## src/rtl/shift_reg.sv

```systemverilog
// shift_reg: parametrised shift register with parallel load, synchronous clear,
// serial in/out, saturating shift counter and sticky done flag. Datapath core
// for UART TX (PISO) and RX (SIPO).
//
// Ports:
//   clk      in   rising-edge clock
//   RSTn     in   asynchronous active-low reset
//   clr      in   synchronous clear to RST_VAL (highest priority)
//   load     in   parallel load of d (beats shift)
//   d        in   parallel load data [numBit-1:0]
//   shift    in   shift one bit per cycle while high
//   ser_in   in   serial input bit
//   q        out  register contents (registered)
//   ser_out  out  serial output bit, combinational from q
//   cnt      out  shifts since last load/clr, saturates at numBit (registered)
//   done     out  sticky, set when numBit shifts have completed (registered)
//
// numBit must be at least 2.
module shift_reg #(
    parameter int unsigned         numBit    = 10,
    parameter bit                  LSB_FIRST = 1'b1,
    parameter logic [numBit-1:0]   RST_VAL   = {numBit{1'b1}}
) (
    input  logic                         clk,
    input  logic                         RSTn,
    input  logic                         clr,
    input  logic                         load,
    input  logic [numBit-1:0]            d,
    input  logic                         shift,
    input  logic                         ser_in,
    output logic [numBit-1:0]            q,
    output logic                         ser_out,
    output logic [$clog2(numBit+1)-1:0]  cnt,
    output logic                         done
);

    localparam int unsigned   CNT_W   = $clog2(numBit + 1);
    localparam logic [CNT_W-1:0] CNT_MAX = CNT_W'(numBit);

    logic [numBit-1:0] q_q,    q_d;
    logic [CNT_W-1:0]  cnt_q,  cnt_d;
    logic              done_q, done_d;

    // Next-state: clr > load > shift > hold.
    always_comb begin
        q_d    = q_q;
        cnt_d  = cnt_q;
        done_d = done_q;
        if (clr) begin
            q_d    = RST_VAL;
            cnt_d  = '0;
            done_d = 1'b0;
        end else if (load) begin
            q_d    = d;
            cnt_d  = '0;
            done_d = 1'b0;
        end else if (shift) begin
            if (LSB_FIRST) begin
                q_d = {ser_in, q_q[numBit-1:1]};
            end else begin
                q_d = {q_q[numBit-2:0], ser_in};
            end
            // Counter saturates at numBit; done is set on the final step and
            // then held until the next load/clr/reset.
            if (cnt_q < CNT_MAX) begin
                cnt_d = cnt_q + CNT_W'(1);
                if (cnt_q == CNT_MAX - CNT_W'(1)) begin
                    done_d = 1'b1;
                end
            end
        end
    end

    // State registers.
    always_ff @(posedge clk or negedge RSTn) begin
        if (!RSTn) begin
            q_q    <= RST_VAL;
            cnt_q  <= '0;
            done_q <= 1'b0;
        end else begin
            q_q    <= q_d;
            cnt_q  <= cnt_d;
            done_q <= done_d;
        end
    end

    assign q       = q_q;
    assign cnt     = cnt_q;
    assign done    = done_q;
    // Line-side bit, no extra register so it tracks q in the same cycle.
    assign ser_out = LSB_FIRST ? q_q[0] : q_q[numBit-1];

endmodule

```

## config.mk

```make
export PLATFORM = sky130hd
export DESIGN_NAME = shift_reg
export DESIGN_NICKNAME = d
export VERILOG_FILES = /design/src/rtl/shift_reg.sv
export SDC_FILE = /design/constraint.sdc
export NUM_CORES = 1
export LEC_CHECK = 0
export ABC_CLOCK_PERIOD_IN_PS = 1300
export BUFFER_PORTS_ARGS = -buffer_cell sky130_fd_sc_hd__clkbuf_2
export CORE_ASPECT_RATIO = 0.75
export CORE_MARGIN = 4
export CORE_UTILIZATION = 35
export CTS_CLUSTER_SIZE = 25
export DETAILED_ROUTE_END_ITERATION = 8
export GPL_TIMING_DRIVEN = 0
export SETUP_SLACK_MARGIN = 0.05
export SLEW_MARGIN = 0
export SYNTH_ARGS = -nofsm -noshare
export SYNTH_HDL_FRONTEND = slang
export SYNTH_SLANG_ARGS = --single-unit
```

## constraint.sdc

```tcl
create_clock -name clk -period 1.3 [get_ports clk]
set_input_delay 0.195 -clock clk [delete_from_list [all_inputs] [get_ports clk]]
set_output_delay 0.195 -clock clk [all_outputs]
set_load 0.1 [all_outputs]
```

# ---- Yosys cells after proc, flatten, opt, wreduce, memory -nomap -nowiden
# Cells that the tools add are included.
dict set report totals {
  regBits 15
  in_bits 16
  out_inout_bits 16
  word_cells 23
}
dict set report classes {
  n_addsub 1
  magnitude_cmp 1
  eq_ne 1
  mux 12
  reduce_logical 5
}
# cell n
set ops {}
lappend ops {{10-bit two-way mux} 3}
lappend ops {{4-bit two-way mux} 4}
lappend ops {{3-bit nonzero test} 3}
lappend ops {{1-bit two-way mux} 5}
lappend ops {{4-bit by 1-bit adder with 4-bit output (second input constant)} 1}
lappend ops {{4-bit == test (second input constant)} 1}
lappend ops {{4-bit < comparator (second input constant)} 1}
lappend ops {{3-bit AND reduction} 1}
lappend ops {{2-bit AND reduction} 1}

# ---- Longest topological paths before layout
dict set report depth {
  depth_word 6
  ltp_mapped 5
  ltp_nobuf 4
}

# ---- Worst setup path before layout
# No wires, ideal clock.
dict set report synth_path {
  path_type {reg-to-reg}
  startpoint {register cnt_q[1], in the netlist cnt[1]}
  endpoint {register cnt_q[1], in the netlist cnt[1]}
  setup_ps 79
  arrival_ps 1694
  t_required_ps 1221
  setup_slack_ps -473
  path_stages_with_launch 5
  path_buffers 0
  synth_period_minus_slack_ps 1773
  cell_sequence {dfrtp_1 -> inv_1 -> ha_1 -> a211o_1 -> a21oi_1}
}
dict set report synth_between {
  elab_chain_cells 5
  word_cells_on_any_way 8
  classes_between {add/sub (1); order compare (1); mux (4); reduce/logical (2)}
}
# element line_no
set synth_lines {}
lappend synth_lines {{start: declaration} 41} ;# logic [CNT_W-1:0] cnt_q, cnt_d;
lappend synth_lines {{start signal: assignment} 82} ;# cnt_q <= cnt_d;
lappend synth_lines {{4-bit by 1-bit adder with 4-bit output} 66} ;# cnt_d = cnt_q + CNT_W'(1);
lappend synth_lines {{4-bit two-way mux} 65} ;# if (cnt_q < CNT_MAX) begin
lappend synth_lines {{4-bit two-way mux} 57} ;# end else if (shift) begin
lappend synth_lines {{4-bit two-way mux} 53} ;# end else if (load) begin
lappend synth_lines {{4-bit two-way mux} 49} ;# if (clr) begin
# Several ways; a longest one is shown, not always the timed one. The select of a mux whose other input is x is not followed.
# A chain may end at the register's enable or synchronous reset.

# ---- Worst setup path after layout
dict set report layout_path {
  startpoint {register q_q[0], in the netlist q[0]}
  endpoint {output q[0]}
}
# element line_no
set layout_lines {}
lappend layout_lines {{start: declaration} 40} ;# logic [numBit-1:0] q_q, q_d;
lappend layout_lines {{start signal: assignment} 81} ;# q_q <= q_d;
lappend layout_lines {{end: declaration} 31} ;# output logic [numBit-1:0] q,
# No word-level cell between the ends.

==> results by group <==
Pwr
  – Leakage Power: 0.6562 nW
  – Max VDD drop: 0.5116 mV
  – PD cells: 859.9 nW/um^2

Routing
  – Drt wl/cell: 13.74 um
  – DRT iter0 DRCs: 16
  – Routed vias: 689
  – Initial DRT Pass Iterations: 2
  – Final wirelength: 2048 um
  – Post-DRT Antenna Nets: 0
  – DRC: 0
  – Vias per cell: 4.624

Clock network
  – CTS clk-pin slew, worst paths: roughly 0.09 ns
  – CTS Buf Count: 3
  – CTS tree: yes
  – Clk sinks: 15
  – Clock Tree Root: clkbuf_4
  – Clock latency on the worst-skew pair: 0.28 ns
  – H-tree depth: 1
  – Clk buf depth: 2

Synthesis
  – Ys flop type: dfstp_2
  – Synth Instances: 73
  – Mapped Area: 869.6 um^2
  – Main area contributors after synthesis: dfstp_2 30%, dfrtp_1 14%, mux2i_1 12%, mux2_2 7.8%, nand2b_1 7.2%
  – Register area share after synthesis: 44.60%
  – Mapped Nets: 91
  – Avg Cell Area, Syn: approximately 12 um^2
  – Top cell type's share of synthesized area: 30.22%
  – Netlist cell types: 22
  – Post-synth top cells: 10 x dfstp_2, 10 x mux2i_1, 10 x nand2b_1
  – Post-synth ARST share: 100.0%
  – Post-synthesis register bit count: 15
  – Post-synth top area cell: dfstp_2
  – Synth warn: 0
  – EDFF count, synth: 0

Finish
  – Diode count: 0
  – Finished Cell Area: 1483 um^2
  – Synth-to-Final Area Change: 70.50%
  – Fraction of layout instances using a drive strength above 1: 62.61%
  – Final core occ: 63.71%
  – Filler Cell Count: 190
  – Multi-input logic area: approximately 440 um^2
  – Register area: 440.4 um^2
  – Net count, final: 134

Timing
  – Period utilisation layout: 106.9%
  – Setup Skew: 0.004116 ns
  – Final Critical Period: 1.390 ns
  – Setup tns final: -0.1844 ns
  – Hold WS: 0.1435 ns
  – Actual slew at the worst max-slew pin: 0.3720 ns
  – RSZ-0062 raised after global routing: true
  – Final Setup Violations: 9
  – Slew Limit Headroom: 75.20%
  – Final Hold Vio Count: 0
  – Max frequency: 0.7196 GHz
  – Pins over their slew limit: 0
  – Worst Setup Slack, final: -0.08971 ns

Die
  – Core region area: 2327 um^2
  – Die area: 3354 um^2
  – Rows: 15
  – IO Count: 32
  – DIE HEIGHT: 51.17 um
  – Initial core utilization: 37.37%
  – Die span in x: between 60 and 70 um

Outcome
  – Failing checks: setup timing
  – Outcome: finished, violations left

Worst setup path
  – CP required: 1.11 ns
  – Critical path fanouts, max: 3
  – Critical Path Source Type: flip-flop
  – Max stage delay cell, worst path: dfstp_4
  – R2R depth: 4
  – R2R setup slack: 0.07 ns
  – Cells along the critical path: buf_6 -> clkbuf_16
  – Worst Setup Path Type: flip-flop to output port
  – Worst Setup End Kind: output port
  – R2r endpoint: cnt[1]$_DFFE_PN0P_
  – Crit path largest cell delay: 0.64 ns
  – Worst flop-to-flop path startpoint: cnt[1]$_DFFE_PN0P_
  – Crit path DAT: 1.19 ns

Min path
  – Hold depth: 3
  – Min-Delay Endpoint: q[7]$_DFFE_PN1P_
  – HP Start: d[7]
  – Worst hold path class: input port to flip-flop

Placement
  – PortBufs: 30
  – Routability congestion estimate: 0.6629
  – Placed inst area: 1119 um^2
  – DP HPWL: 1369 um
  – Place WS: -0.02914 ns

Global route
  – Initial antenna violation count: 0
  – Vias in the first global route: 744
  – Largest net degree at the start of global routing: 16
  – First-pass GRT wire length: 3525 um
  – Total grt overflow: 0
  – Total GRT Usage: 13.79%

Run
  – Max-cap violations: 0
[kinds of logic after synthesis]
logic type / Yosys count / share of synthesized area, %
muxes: 20 / 26.19
and+or+nand+nor: 18 / 11.22
adders and majority gates: 2 / 2.877
buffers and inverters: 8 / 7.049
AOI/OAI and AO/OA: 10 / 8.058
DFF: 15 / 44.60
[state kept, by name (all words and copies together) (netlist names)]
signal  cells
cnt         4
done        1
q          10
[cells in the final DEF (no fill, tap or decap), drive strengths merged]
cell type	instances
inv	3
nor3	1
a41oi	2
nand2b	10
a211o	3
buf	15
dlygate4sd3	1
or2	1
mux2	10
mux2i	10
dfstp	10
clkbuf	31
ha	2
nand3	1
a21oi	2
o21ai	3
nand2	2
nor2	3
dfrtp	5
[per-layer routing]
layer	GRT usage, %	routed length (um)	vias up
met5	0	0	-
met4	3.103	13	0
met3	4.835	120	2
met2	22.18	958	18
met1	17.80	955	330
li1	-	-	339
[timing repair]
| action | in CTS | in global routing |
|---|---|---|
| endpoints found under the hold margin | 5 | 0 |
| resized for setup | 42 | 7 |
| hold buffers | 1 | 0 |
| pin swaps | 0 | 1 |
| buffers inserted | 7 | 0 |
| endpoints found under the setup margin | 16 | 16 |
[power breakdown]
group          total (mW)  internal, mW  switching (mW)
sequential          0.542         0.516          0.0257
clock               0.265         0.119           0.146
combinational       0.468         0.205           0.263
[through the flow]
step	total power, mW	instances
6_report	1.275	149
5_1_grt	1.342	149
4_1_cts	1.279	149
3_5_place_dp	0.8991	137
3_3_place_gp	0.8958	137
2_1_floorplan	0.8306	73
[worst max-delay path by stage]
stage / from / end / depth (start not counted)
finish: q[0]$_DFFE_PN1P_ / q[0] / 2
global route: q[0]$_DFFE_PN1P_ / q[0] / 2
CTS: q[0]$_DFFE_PN1P_ / q[0] / 2
detailed placement: q[0]$_DFFE_PN1P_ / q[0] / 2
global placement: q[0]$_DFFE_PN1P_ / q[0] / 2
floorplan: cnt[0]$_DFFE_PN0P_ / cnt[1]$_DFFE_PN0P_ / 3
[area by class of cell]
cell class | instances | area share, %
buffer | 5 | 3.629
inverter | 3 | 0.9283
timing repair buffer | 38 | 31.65
sequential | 15 | 29.70
multi-input combinational | 50 | 29.45
tap | 34 | 2.869
clock buffer | 4 | 1.772
[worst max-delay path, delay by kind of cell (launching register included)]
family | cells | cell delay (ns)
DFF | 1 | 0.64
buffers and inverters | 2 | 0.27
Note: power is estimated with default switching activity, not from simulation.
